File: src/rtl/wshb_mire_if.sv
// rtl/wshb_mire_if.sv - Wishbone classic bus bundle between the mire generator and the interconnect
interface wshb_mire_if;
    logic        cyc;
    logic        stb;
    logic        we;
    logic [31:0] adr;
    logic [31:0] dat_ms;
    logic [31:0] dat_sm;
    logic [3:0]  sel;
    logic [2:0]  cti;
    logic [1:0]  bte;
    logic        ack;
    logic        err;
    logic        rty;

    modport master (
        output cyc, stb, we, adr, dat_ms, sel, cti, bte,
        input  ack, dat_sm, err, rty
    );

    modport slave (
        input  cyc, stb, we, adr, dat_ms, sel, cti, bte,
        output ack, dat_sm, err, rty
    );
endinterface

File: src/rtl/wshb_mire.sv
// rtl/wshb_mire.sv - grid test-pattern frame writer on Wishbone; WSHB_MIRE_ANIM_EN scrolls the vertical lines
module wshb_mire #(
    parameter int HDISP = 800,
    parameter int VDISP = 480,
    parameter int GRID  = 16,
    parameter int BURST = 64
) (
    input  logic          sys_clk,
    input  logic          sys_rst,
    wshb_mire_if.master   wshb_ifm,
    output logic          frame_done
);
    localparam int XW = (HDISP > 1) ? $clog2(HDISP) : 1;
    localparam int YW = (VDISP > 1) ? $clog2(VDISP) : 1;
    localparam int IW = (HDISP * VDISP > 1) ? $clog2(HDISP * VDISP) : 1;
    localparam int GW = $clog2(GRID);
    localparam int BW = (BURST > 1) ? $clog2(BURST) : 1;

    typedef enum logic [0:0] {WRITE_REQ, PAUSE} state_t;

    state_t        state_q;
    logic [XW-1:0] x_q, x_d;
    logic [YW-1:0] y_q, y_d;
    logic [IW-1:0] idx_q, idx_d;
    logic [BW-1:0] burst_q;
    logic          stb_q;
    logic [31:0]   adr_q, adr_d;
    logic [31:0]   dat_q, pat_d;
    logic [GW-1:0] off_d;
    logic [GW-1:0] vx_d;
    logic          acked;
    logic          last_x, last_y, wrap;

    assign acked  = stb_q & wshb_ifm.ack;
    assign last_x = (x_q == XW'(HDISP - 1));
    assign last_y = (y_q == YW'(VDISP - 1));
    assign wrap   = acked & last_x & last_y;

    // Counters advance only on an accepted write; the running index doubles as the word address.
    always_comb begin
        x_d   = x_q;
        y_d   = y_q;
        idx_d = idx_q;
        if (acked) begin
            if (last_x) begin
                x_d = '0;
                y_d = last_y ? '0 : y_q + 1'b1;
            end else begin
                x_d = x_q + 1'b1;
            end
            idx_d = wrap ? '0 : idx_q + 1'b1;
        end
    end

`ifdef WSHB_MIRE_ANIM_EN
    logic [GW-1:0] off_q;
    assign off_d = off_q + GW'(wrap);

    always_ff @(posedge sys_clk) begin
        if (sys_rst) off_q <= '0;
        else         off_q <= off_d;
    end
`else
    assign off_d = '0;
`endif

    // Pattern is evaluated for the pixel that will be presented next, including the new frame offset.
    assign vx_d  = x_d[GW-1:0] + off_d;
    assign pat_d = ((vx_d == '0) || (y_d[GW-1:0] == '0)) ? 32'h00FF_FFFF : 32'h0000_0000;
    assign adr_d = 32'(idx_d) << 2;

    always_ff @(posedge sys_clk) begin
        if (sys_rst) begin
            state_q <= WRITE_REQ;
            x_q     <= '0;
            y_q     <= '0;
            idx_q   <= '0;
            burst_q <= '0;
            stb_q   <= 1'b0;
            adr_q   <= '0;
            dat_q   <= '0;
        end else begin
            x_q   <= x_d;
            y_q   <= y_d;
            idx_q <= idx_d;
            case (state_q)
                WRITE_REQ: begin
                    if (!stb_q) begin
                        stb_q <= 1'b1;
                        adr_q <= adr_d;
                        dat_q <= pat_d;
                    end else if (wshb_ifm.ack) begin
                        if (burst_q == BW'(BURST - 1)) begin
                            burst_q <= '0;
                            stb_q   <= 1'b0;
                            state_q <= PAUSE;
                        end else begin
                            burst_q <= burst_q + 1'b1;
                            adr_q   <= adr_d;
                            dat_q   <= pat_d;
                        end
                    end
                end
                PAUSE: begin
                    state_q <= WRITE_REQ;
                    stb_q   <= 1'b1;
                    adr_q   <= adr_d;
                    dat_q   <= pat_d;
                end
                default: begin
                    state_q <= WRITE_REQ;
                    stb_q   <= 1'b0;
                end
            endcase
        end
    end

    assign wshb_ifm.cyc    = stb_q;
    assign wshb_ifm.stb    = stb_q;
    assign wshb_ifm.we     = 1'b1;
    assign wshb_ifm.sel    = 4'hF;
    assign wshb_ifm.cti    = 3'b000;
    assign wshb_ifm.bte    = 2'b00;
    assign wshb_ifm.adr    = adr_q;
    assign wshb_ifm.dat_ms = dat_q;
    assign frame_done      = wrap;

    logic unused_inputs;
    assign unused_inputs = ^{wshb_ifm.dat_sm, wshb_ifm.err, wshb_ifm.rty};
endmodule

File: src/flat_wrapper.sv
// flat-port wrapper written by rule: the top's interface ports become plain ports
module wshb_mire_flat 
#(
    parameter int HDISP = 800,
    parameter int VDISP = 480,
    parameter int GRID  = 16,
    parameter int BURST = 64
)
  (sys_clk, sys_rst, frame_done, wshb_ifm_cyc, wshb_ifm_stb, wshb_ifm_we, wshb_ifm_adr, wshb_ifm_dat_ms, wshb_ifm_sel, wshb_ifm_cti, wshb_ifm_bte, wshb_ifm_ack, wshb_ifm_dat_sm, wshb_ifm_err, wshb_ifm_rty);
  wshb_mire_if wshb_ifm_i ();
  input  logic sys_clk;
  input  logic sys_rst;
  output logic frame_done;
  output wire logic [$bits(wshb_ifm_i.cyc)-1:0] wshb_ifm_cyc;
  output wire logic [$bits(wshb_ifm_i.stb)-1:0] wshb_ifm_stb;
  output wire logic [$bits(wshb_ifm_i.we)-1:0] wshb_ifm_we;
  output wire logic [$bits(wshb_ifm_i.adr)-1:0] wshb_ifm_adr;
  output wire logic [$bits(wshb_ifm_i.dat_ms)-1:0] wshb_ifm_dat_ms;
  output wire logic [$bits(wshb_ifm_i.sel)-1:0] wshb_ifm_sel;
  output wire logic [$bits(wshb_ifm_i.cti)-1:0] wshb_ifm_cti;
  output wire logic [$bits(wshb_ifm_i.bte)-1:0] wshb_ifm_bte;
  input wire logic [$bits(wshb_ifm_i.ack)-1:0] wshb_ifm_ack;
  input wire logic [$bits(wshb_ifm_i.dat_sm)-1:0] wshb_ifm_dat_sm;
  input wire logic [$bits(wshb_ifm_i.err)-1:0] wshb_ifm_err;
  input wire logic [$bits(wshb_ifm_i.rty)-1:0] wshb_ifm_rty;
  assign wshb_ifm_cyc = wshb_ifm_i.cyc;
  assign wshb_ifm_stb = wshb_ifm_i.stb;
  assign wshb_ifm_we = wshb_ifm_i.we;
  assign wshb_ifm_adr = wshb_ifm_i.adr;
  assign wshb_ifm_dat_ms = wshb_ifm_i.dat_ms;
  assign wshb_ifm_sel = wshb_ifm_i.sel;
  assign wshb_ifm_cti = wshb_ifm_i.cti;
  assign wshb_ifm_bte = wshb_ifm_i.bte;
  assign wshb_ifm_i.ack = wshb_ifm_ack;
  assign wshb_ifm_i.dat_sm = wshb_ifm_dat_sm;
  assign wshb_ifm_i.err = wshb_ifm_err;
  assign wshb_ifm_i.rty = wshb_ifm_rty;
  wshb_mire #(.HDISP(HDISP), .VDISP(VDISP), .GRID(GRID), .BURST(BURST)) u_core (.sys_clk(sys_clk), .sys_rst(sys_rst), .wshb_ifm(wshb_ifm_i), .frame_done(frame_done));
endmodule
File: config.mk
export PLATFORM = sky130hd
export DESIGN_NAME = wshb_mire_flat
export DESIGN_NICKNAME = d
export VERILOG_FILES = /design/src/rtl/wshb_mire_if.sv /design/src/rtl/wshb_mire.sv /design/src/flat_wrapper.sv
export SDC_FILE = /design/constraint.sdc
export NUM_CORES = 1
export LEC_CHECK = 0
export ABC_AREA = 1
export BUFFER_PORTS_ARGS = -buffer_cell sky130_fd_sc_hd__buf_2
export CORE_ASPECT_RATIO = 1.25
export CORE_MARGIN = 2
export CORE_UTILIZATION = 25
export CTS_BUF_LIST = sky130_fd_sc_hd__clkbuf_4 sky130_fd_sc_hd__clkbuf_8
export CTS_CLUSTER_SIZE = 10
export DETAILED_ROUTE_END_ITERATION = 8
export SLEW_MARGIN = 0
export SYNTH_ARGS = -nofsm -noshare
export SYNTH_HDL_FRONTEND = slang
export SYNTH_SLANG_ARGS = --single-unit
File: constraint.sdc
create_clock -name sys_clk -period 1.7 [get_ports sys_clk]
set_input_delay 0.34 -clock sys_clk [delete_from_list [all_inputs] [get_ports sys_clk]]
set_output_delay 0.34 -clock sys_clk [all_outputs]
set_load 0.05 [all_outputs]
Word-level counts from Yosys, hierarchy flattened
Cells that the tools add are included.
W data, S select, Z words.
{"block": "word_totals", "inputBits": 37, "ff_bits": 110, "wordCells": 54}
{"block": "op_classes", "add_sub_neg": 4, "n_reduce_logical": 6, "muxes": 25, "n_eq_ne": 5, "bitwise": 4}
{"cell": "$mux W32", "n": 6}
{"cell": "$pmux W32 S2", "n": 2}
{"cell": "$mux W19", "n": 2}
{"cell": "$mux W24", "n": 1}
{"cell": "$add A19 B1 Y19 const B", "n": 1}
{"cell": "$mux W4", "n": 3}
{"cell": "$add A10 B1 Y10 const B", "n": 1}
{"cell": "$eq A10 B10 Y1 const B", "n": 1}
{"cell": "$mux W10", "n": 1}
{"cell": "$add A9 B1 Y9 const B", "n": 1}
{"cell": "$eq A9 B9 Y1 const B", "n": 1}
{"cell": "$mux W9", "n": 1}
{"cell": "$logic_not A4 Y1", "n": 2}
{"cell": "$add A6 B1 Y6 const B", "n": 1}
{"cell": "$eq A6 B6 Y1 const B", "n": 1}
{"cell": "$mux W1", "n": 6}
{"cell": "$mux W6", "n": 1}
{"cell": "$ne A3 B3 Y1 const B", "n": 2}
{"cell": "$pmux W1 S2", "n": 2}
{"cell": "$reduce_and A2 Y1", "n": 2}
{"cell": "$and A1 B1 Y1", "n": 3}
{"cell": "$reduce_and A3 Y1", "n": 1}
{"cell": "$logic_or A1 B1 Y1", "n": 1}
{"cell": "$not A1 Y1", "n": 1}

Logic depth before layout (Yosys ltp)
Gate-level depths: netlist of run 1.
{"block": "logic_depth", "depth_word": 11, "depth_mapped": 12, "mapped_depth_nobuf": 12}

Worst setup path after synthesis of run 1
OpenSTA, ideal clock, no wires.
{"block": "synth_path", "path_kind": "reg-to-output", "start": "register u_core.stb_q, in the netlist u_core.wshb_ifm.cyc", "end": "output port frame_done", "setup_slack_ps": -376, "stages_incl_launch_ff": 6, "arrival_ps": 1736, "t_required_ps": 1360, "path_buffers": 0, "path_cell_list": "dfxtp_1 -> nand2_2 -> clkinv_2 -> nand4_1 -> or2_1 -> inv_1"}
{"block": "synth_via", "elab_chain_len": 3}
{"element": "start, declared", "line_no": "wshb_mire.sv:26", "rtl": "logic stb_q;"}
{"element": "start signal, assigned", "line_no": "wshb_mire.sv:79", "rtl": "stb_q <= 1'b0;"}
{"element": "start signal, assigned", "line_no": "wshb_mire.sv:89", "rtl": "stb_q <= 1'b1;"}
{"element": "start signal, assigned", "line_no": "wshb_mire.sv:95", "rtl": "stb_q <= 1'b0;"}
{"element": "$and A1 B1 Y1", "line_no": "wshb_mire.sv:34", "rtl": "assign acked = stb_q & wshb_ifm.ack;"}
{"element": "$and A1 B1 Y1 (2 in a row)", "line_no": "wshb_mire.sv:37", "rtl": "assign wrap = acked & last_x & last_y;"}
{"element": "end, declared", "line_no": "flat_wrapper.sv:13", "rtl": "output logic frame_done;"}
Every way passes these cells.

Final worst setup path of run 1
{"block": "layout_path", "start": "register u_core.y_q[1]", "end": "output port frame_done"}
{"block": "layout_via", "elab_chain_len": 2}
{"element": "start, declared", "line_no": "wshb_mire.sv:23", "rtl": "logic [YW-1:0] y_q, y_d;"}
{"element": "start signal, assigned", "line_no": "wshb_mire.sv:84", "rtl": "y_q <= y_d;"}
{"element": "$eq A9 B9 Y1", "line_no": "wshb_mire.sv:36", "rtl": "assign last_y = (y_q == YW'(VDISP - 1));"}
{"element": "$and A1 B1 Y1", "line_no": "wshb_mire.sv:37"}
Every way passes these cells.

==> results.ini, run 1 <==
[worst_setup_path]
cp.required_ns = 1.36
end_kind = output port
crit_fanout = 2
startpoint_type = register
path_class = register to output port
arrival_ns = 1.64
rr_worst_depth = 10

[status]
violations = setup timing
status = complete, but fails checks

[global_routing]
grt_max_degree = 25
grt_use_total_pct = 11.2
grt_pass1_vias = 2809
grt_pass1_wl_mm = 13.0
grt_antenna_before_repair = 0
grt-ovfl-total = 0

[sta]
timing.fmax_mhz = 505
setup_ws_ns = -0.279
finalSetupViolCount = 33
period_share_pct = 116
rsz0062_at_grt = true
final_hold_viol_count = 0
fin_skew_ns = 0.00884
min_period_ns = 1.98
slew_viol_final = 0

[logic_synthesis]
syn_area_um2 = 3520
synthCells = 498
yosysWarnings = 0
synth_flop_cell = dfxtp_1
ys_ff_latch = 66
yosys.area.top_type = dfxtp_1
synth_common_cells = nand2_1, nor2_1, dfxtp_1
yosysSeqAreaShare_pct = 37.5
yosysUniqueCellTypes = 36
synth_edf_count = 0
yosysMostFrequentCell = nand2_1
synth.top_cell.area_share_pct = 37.5
synth.area.top_cells = dfxtp_1, buf_4, nand2_1
ys_async_sr_fraction_pct = 0
synth.avg_cell_area_um2 = 7.07

[run]
maxCapViolCount = 0

[finish]
final_nets = 611
stdcell_count = 749
final_util_pct = 32.2
n_antenna_cell = 0
area_growth_pct = 26.4
drive_gt1_share_pct = 30.3

[cts]
clock-sinks = 66
h-tree-depth = 3
cts_made_buffers = 9
ctsLongestPathBuffers = 2
clk_pin_slew_worst_paths_ns = 0.07
hold_buffers = 0
clock_latency_ns = 0.36
cts-root-buf = clkbuf_8
cts_tree = done

[detailed_routing]
first_pass_iters = 4
wl_mm = 7.84
viasPerCell = 4.13
drc = 0
vias = 3094
drtAntennaViolNets = 0
wl_per_cell_um = 10.5
first_iter_violations = 87

[floorplanning]
row_count = 48
die_x_um = 110
die-area_um2 = 15000
start_util_pct = 25.5
die_h_um = 137
ios = 114
core-area_um2 = 13800

[placement]
dp.cells = 722
io_buffers = 48
gp_routability_congestion = 0.805
dpl.hpwl_mm = 5.80

[power]
combPwrFrac_pct = 15.3
p_sw_share_pct = 30.3
p_int_w = 0.00239
seqPwrFrac_pct = 45.9
switchingPower_w = 0.00104
power.share.clock_pct = 38.8
leakagePower_nw = 1.96
power.total_w = 0.00343
pwr_density_cell_nw_per_um2 = 771
peakVddDrop_v = 0.000444

[min_path]
min_path_cells = 2
hp-class = input pin to register

registers in the layout (all words and copies together), names as in the netlist:
register,cells
u_core.state_q,1
u_core.idx_q,19
u_core.wshb_ifm.cyc,1
u_core.burst_q,6
u_core.wshb_ifm.dat_ms,1
u_core.y_q,9
u_core.x_q,10
u_core.wshb_ifm.adr,19
logic make-up after synthesis:
group	count (synthesis)	share of synthesized area, %
AOI/OAI and AO/OA	54	8.14
xor gates and xnor gates	8	1.99
buffers and inverters	119	19.1
and+or+nand+nor	245	31.6
other	2	0.213
DFF	66	37.5
adders and majority gates	4	1.42
layout by cell type (no fill, tap or decap), types with 9 or more instances in the layout:
| cell type | n |
|---|---|
| a21oi_1 | 14 |
| buf_2 | 47 |
| buf_4 | 36 |
| clkbuf_8 | 10 |
| conb_1 | 31 |
| dfxtp_1 | 60 |
| inv_1 | 48 |
| nand2_1 | 100 |
| nand3_1 | 20 |
| nand4_1 | 9 |
| nor2_1 | 63 |
| nor2_2 | 11 |
| o21ai_0 | 12 |
| o21ai_1 | 15 |
power groups by stage:
stage	combinational [W]	clock, W	sequential (W)
global placement	0.000508	0	0.00161
finish	0.000526	0.00133	0.00158
detailed placement	0.000510	0	0.00161
CTS	0.000518	0.00138	0.00157
global route	0.000558	0.00142	0.00158
floorplan	0.000490	0	0.00164
per-stage QoR:
step	hold slack, ns	worst slack (ns)	cell area, um2	setup TNS (ns)
2_1_floorplan	0.437	0.0108	3640	0
3_3_place_gp	0.440	-0.0616	3930	-0.150
5_1_grt	0.382	-0.346	4450	-5.64
4_1_cts	0.343	-0.305	4330	-2.92
6_report	0.350	-0.279	4450	-2.28
3_5_place_dp	0.445	-0.0739	3930	-0.598
final timing paths:
path,from,endpoint,slack (ns)
hold / removal,sys_rst,u_core.idx_q[8],0.35
setup reg to reg,u_core.x_q[0],u_core.wshb_ifm.adr[10],-0.14
setup / recovery,u_core.y_q[1],frame_done,-0.28
hold reg to reg,u_core.wshb_ifm.adr[2],u_core.wshb_ifm.adr[2],0.45
what timing repair did:
action,4_1_cts,5_1_grt
gates cloned,1,0
pin swaps,14,13
endpoints found under the hold margin,0,0
endpoints found under the setup margin,26,47
gates resized for setup,37,32
buffers inserted,8,3
critical path: stages, from the launching register on:
cell and delay (ns):
dfxtp_2 0.36, ha_4 0.14, nand2_2 0.05, nor2_2 0.13, nand3_1 0.11, or2_4 0.28
clkinvlp_4 0.08, buf_8 0.13
cell type report:
class	count	area, um2
clock inverters	3	40.0
repair buffers	93	648
repair inverters	1	7.51
multi-input cells	342	1820
flip-flops and latches	66	1330
clock buffers	12	153
inverters	57	231
well taps	175	219
fillers	1497	9360
routing by layer:
metal	track usage [%]	part of all wire [%]	up-vias
li1	-	-	1634
met1	13.1	44	1396
met2	18.6	50	52
met3	2.05	3.4	12
met4	6.88	2.8	0
met5	0	0	-
(Power assumes the default switching activity.)
==> inputs of run 2 (changes only) <==
- REMOVE_ABC_BUFFERS: not set -> 1
==> results.ini, run 2 (synthesis gave the netlist of run 1 again) <==
[cts]
clock_latency_ns = 0.34
cts-root-buf = clkbuf_8
clk_pin_slew_worst_paths_ns = 0.07
ctsLongestPathBuffers = 2
hold_buffers = 0
cts_made_buffers = 9
clock-sinks = 66
cts_tree = done
h-tree-depth = 3

[worst_setup_path]
ff2ff_setup_slack_ns = -0.07
rr_worst_depth = 11
path_class = register to output port
crit_fanout = 2
slowest_stage = dfxtp_2
end_kind = output port
reg2reg_to = u_core.wshb_ifm.adr[2]
cp.required_ns = 1.36
max_stage_delay_ns = 0.35
r2r_start = u_core.y_q[1]
path_cells = ha_4 > nand2_4 > nor2_4 > nand3_2 > or2_4 > inv_2 > buf_8
cp-startpoint = u_core.y_q[1]
startpoint_type = register
arrival_ns = 1.56

[sta]
rsz0062_at_grt = true
min_period_ns = 1.90
fin_setup_tns_ns = -0.530
fin_skew_ns = 0.00785
period_share_pct = 112
slew_viol_final = 0
timing.fmax_mhz = 526
setup_ws_ns = -0.200
final_hold_viol_count = 0
finalSetupViolCount = 11

[floorplanning]
core-area_um2 = 13800
die_x_um = 110
start_util_pct = 25.5
row_count = 48
die-area_um2 = 15000
die_h_um = 137
ios = 114

[placement]
gp_routability_congestion = 0.835
dpl.hpwl_mm = 5.94
place_ws_ns = -0.0327
io_buffers = 48

[finish]
seqCellArea_um2 = 1330
multiInputGateArea_um2 = 1810
area_growth_pct = 27.1
final_util_pct = 32.4
layout_commonest_cell = nand2_1
fill_cells = 1485
most-common-layout-cells = nand2_1, nor2_1, dfxtp_1
final_nets = 610
n_antenna_cell = 0
drive_gt1_share_pct = 30.0

[global_routing]
use_met3_pct = 2.67
grt-ovfl-total = 0
grt_antenna_before_repair = 0
grt_util_met1_pct = 12.3
grt_pass1_vias = 2877
grt_max_degree = 26
grt_pass1_wl_mm = 12.7
grt_use_total_pct = 10.8
grt-busiest-layer = met2
use_met2_pct = 19.3

[detailed_routing]
drc = 0
wl_mm = 8.29
first_iter_violations = 92
drtAntennaViolNets = 0
vias = 3127
wl_per_cell_um = 11.1
viasPerCell = 4.17
first_pass_iters = 4

[min_path]
hp-class = input pin to register
holdPathEnd = u_core.state_q
min_path_cells = 2
worstHoldStart = sys_rst

[status]
status = complete, but fails checks
violations = setup timing

[run]
maxCapViolCount = 0

[power]
leakagePower_nw = 1.96
pwr_density_cell_nw_per_um2 = 844
peakVddDrop_v = 0.000487

==> run 2: cell count changes in the layout (fill, tap and decap cells not counted), moves of 2 or more <==
cell	delta
nor2_4	+2
clkbuf_4	-2
inv_4	+2
nand3_2	+3
nand2_4	-3
nor2_2	-2
clkinvlp_4	-2
inv_6	+2
nand2_1	+3
nand3_1	-2
bufinv_16	+2
==> run 2: timing repair <==
item / CTS / global route
setup buffers: 5 / 8
gates resized for setup: 18 / 51
pin swaps: 4 / 15
cloned: 0 / 1
setup endpoints to repair: 26 / 29
==> run 2: area by class of cell <==
type                       count  share of cell area, %
clock inverter                 6                   2.52
multi-input combinational    342                   40.4
tap                          175                   4.90
clock buffer                  10                   3.08
timing repair buffer          92                   14.1
timing repair inverter         1                  0.196
inverter                      57                   5.09
sequential                    66                   29.7
==> run 2: report_power, final <==
group	leakage [nW]	switching (W)	internal [W]	total (W)
registers	0.536	0.0000188	0.00156	0.00158
logic	1.30	0.000426	0.0000909	0.000517
clock network	0.127	0.000656	0.00102	0.00168
==> run 2: metal layers <==
metal / share of wire, % / vias up
met5: 0 / -
met4: 1.0 / 0
met3: 4.9 / 7
met2: 51 / 86
met1: 43 / 1404
li1: - / 1630
==> run 2: worst max path at each step <==
stage	to	depth (start not counted)
5_1_grt	frame_done	7
3_3_place_gp	frame_done	7
6_report	frame_done	7
2_1_floorplan	u_core.wshb_ifm.dat_ms[22]	2
4_1_cts	frame_done	7
3_5_place_dp	frame_done	7
==> run 2: worst max-delay path, delay by kind of cell, from the launching register on <==
family | cells | cell delay (ns)
buf+inv | 2 | 0.19
simple gates | 4 | 0.51
flops | 1 | 0.35
fa+ha+maj | 1 | 0.15
==> run 2: per-stage QoR <==
stage / instance area (um2) / hold WS, ns / instances / power (W)
floorplan: 3170 / 0.409 / 465 / 0.00200
global placement: 3910 / 0.436 / 722 / 0.00212
detailed placement: 3910 / 0.441 / 722 / 0.00212
CTS: 4250 / 0.327 / 743 / 0.00380
global route: 4470 / 0.342 / 749 / 0.00389
finish: 4470 / 0.342 / 749 / 0.00377
==> inputs of run 3 (changes only) <==
- MAX_ROUTING_LAYER: not set -> met4
==> results.ini, run 3 (synthesis gave the netlist of run 1 again) <==
[status]
status = complete, but fails checks
violations = setup timing

[sta]
finalSetupViolCount = 11
rsz0062_at_grt = true
fin_skew_ns = 0.00860
whs_ns = 0.338
timing.fmax_mhz = 526
slew_viol_final = 0
period_share_pct = 112
setup_ws_ns = -0.201
final_hold_viol_count = 0
min_period_ns = 1.90
fin_setup_tns_ns = -0.557

[worst_setup_path]
path_class = register to output port
ff2ff_setup_slack_ns = -0.08
crit_fanout = 2
arrival_ns = 1.56
r2r_start = u_core.y_q[1]
reg2reg_to = u_core.wshb_ifm.adr[2]
startpoint_type = register
cp.required_ns = 1.36
rr_worst_depth = 11
end_kind = output port
cp-startpoint = u_core.y_q[1]

[detailed_routing]
routed.top_layer = met4
routed-wl-met2_mm = 4.19
first_iter_violations = 87
drt-met1-wl_mm = 3.56
met3_length_um = 399
wl_per_cell_um = 11.0
drc = 0
wl_mm = 8.27
first_pass_iters = 5
drtAntennaViolNets = 0
vias = 3146
viasPerCell = 4.20

[power]
switchingPower_w = 0.00110
p_sw_share_pct = 29.1
power.share.clock_pct = 44.3
pwr_density_cell_nw_per_um2 = 843
leakagePower_nw = 1.96
combPwrFrac_pct = 13.7
peakVddDrop_v = 0.000485
seqPwrFrac_pct = 41.9
p_int_w = 0.00267

[floorplanning]
die_h_um = 137
ios = 114
die_x_um = 110
row_count = 48
die-area_um2 = 15000
core-area_um2 = 13800
start_util_pct = 25.5

[placement]
dpl.hpwl_mm = 5.94
dp.cells = 722
gp_routability_congestion = 0.848
io_buffers = 48

[cts]
cts_tree = done
clk_pin_slew_worst_paths_ns = 0.07
clock_latency_ns = 0.35
hold_buffers = 0
h-tree-depth = 3
cts-root-buf = clkbuf_8
clock-sinks = 66
cts_made_buffers = 9
ctsLongestPathBuffers = 2

[run]
maxCapViolCount = 0

[finish]
fill_cells = 1485
final_nets = 610
drive_gt1_share_pct = 30.0
seqCellArea_um2 = 1330
area_growth_pct = 27.1
layout_commonest_cell = nand2_1
n_antenna_cell = 0
multiInputGateArea_um2 = 1810
most-common-layout-cells = nand2_1, nor2_1, dfxtp_1
stdcell_count = 749

[min_path]
holdPathEnd = u_core.state_q
min_path_cells = 2
worstHoldStart = sys_rst
hp-class = input pin to register

[global_routing]
grt_antenna_before_repair = 0
grt_max_degree = 26
grt_pass1_vias = 2886
grt-ovfl-total = 0
grt_use_total_pct = 11.1
grt_pass1_wl_mm = 12.7

run 3: cell counts in the layout (fill, tap and decap cells not counted):
No cell type changed its count.
run 3: worst max-delay path: stages (launching register included):
cell     delay, ns
dfxtp_2       0.35
ha_4          0.15
nand2_4       0.05
nor2_4        0.10
nand3_2       0.08
or2_4         0.28
inv_2         0.06
buf_8         0.13
run 3: power groups by stage:
stage / logic [W] / registers (W) / clock network [W]
after floorplan: 0.000219 / 0.00178 / 0
after global placement: 0.000505 / 0.00161 / 0
after detailed placement: 0.000506 / 0.00161 / 0
after CTS: 0.000508 / 0.00158 / 0.00171
after global routing: 0.000546 / 0.00158 / 0.00176
final: 0.000517 / 0.00158 / 0.00167
run 3: metrics by stage:
stage / setup WS (ns) / util, % / area, um2 / power, W
floorplan: -7.44 / - / 3170 / 0.00200
global placement: -0.0360 / 28.3 / 3910 / 0.00212
detailed placement: -0.0327 / 28.3 / 3910 / 0.00212
CTS: -0.259 / 30.8 / 4250 / 0.00380
global route: -0.279 / 32.4 / 4470 / 0.00389
finish: -0.201 / 32.4 / 4470 / 0.00377
run 3: metal layers:
| layer | GRT usage (%) | vias to the layer above |
|---|---|---|
| met2 | 19.4 | 93 |
| met4 | 3.40 | 0 |
| met5 | - | - |
| met3 | 2.81 | 13 |
| li1 | - | 1630 |
| met1 | 12.2 | 1410 |
run 3: area by class of cell:
type / instances / area share, %
repair buffers: 92 / 14.1
clock inverters: 6 / 2.52
multi-input cells: 342 / 40.4
flip-flops and latches: 66 / 29.7
repair inverters: 1 / 0.196
inverters: 57 / 5.09
clock buffers: 10 / 3.08
well taps: 175 / 4.90
run 3: how the worst max path moves through the flow:
| stage | to | slack [ns] |
|---|---|---|
| after global routing | frame_done | -0.28 |
| after global placement | frame_done | -0.04 |
| after CTS | frame_done | -0.26 |
| final | frame_done | -0.20 |
| after floorplan | u_core.wshb_ifm.dat_ms[22] | -7.44 |
| after detailed placement | frame_done | -0.03 |
run 3: repair_timing:
action | 4_1_cts | 5_1_grt
buffers inserted | 5 | 8
setup endpoints to repair | 26 | 29
resized for setup | 18 | 51
cloned | 0 | 1
pin swaps | 4 | 15
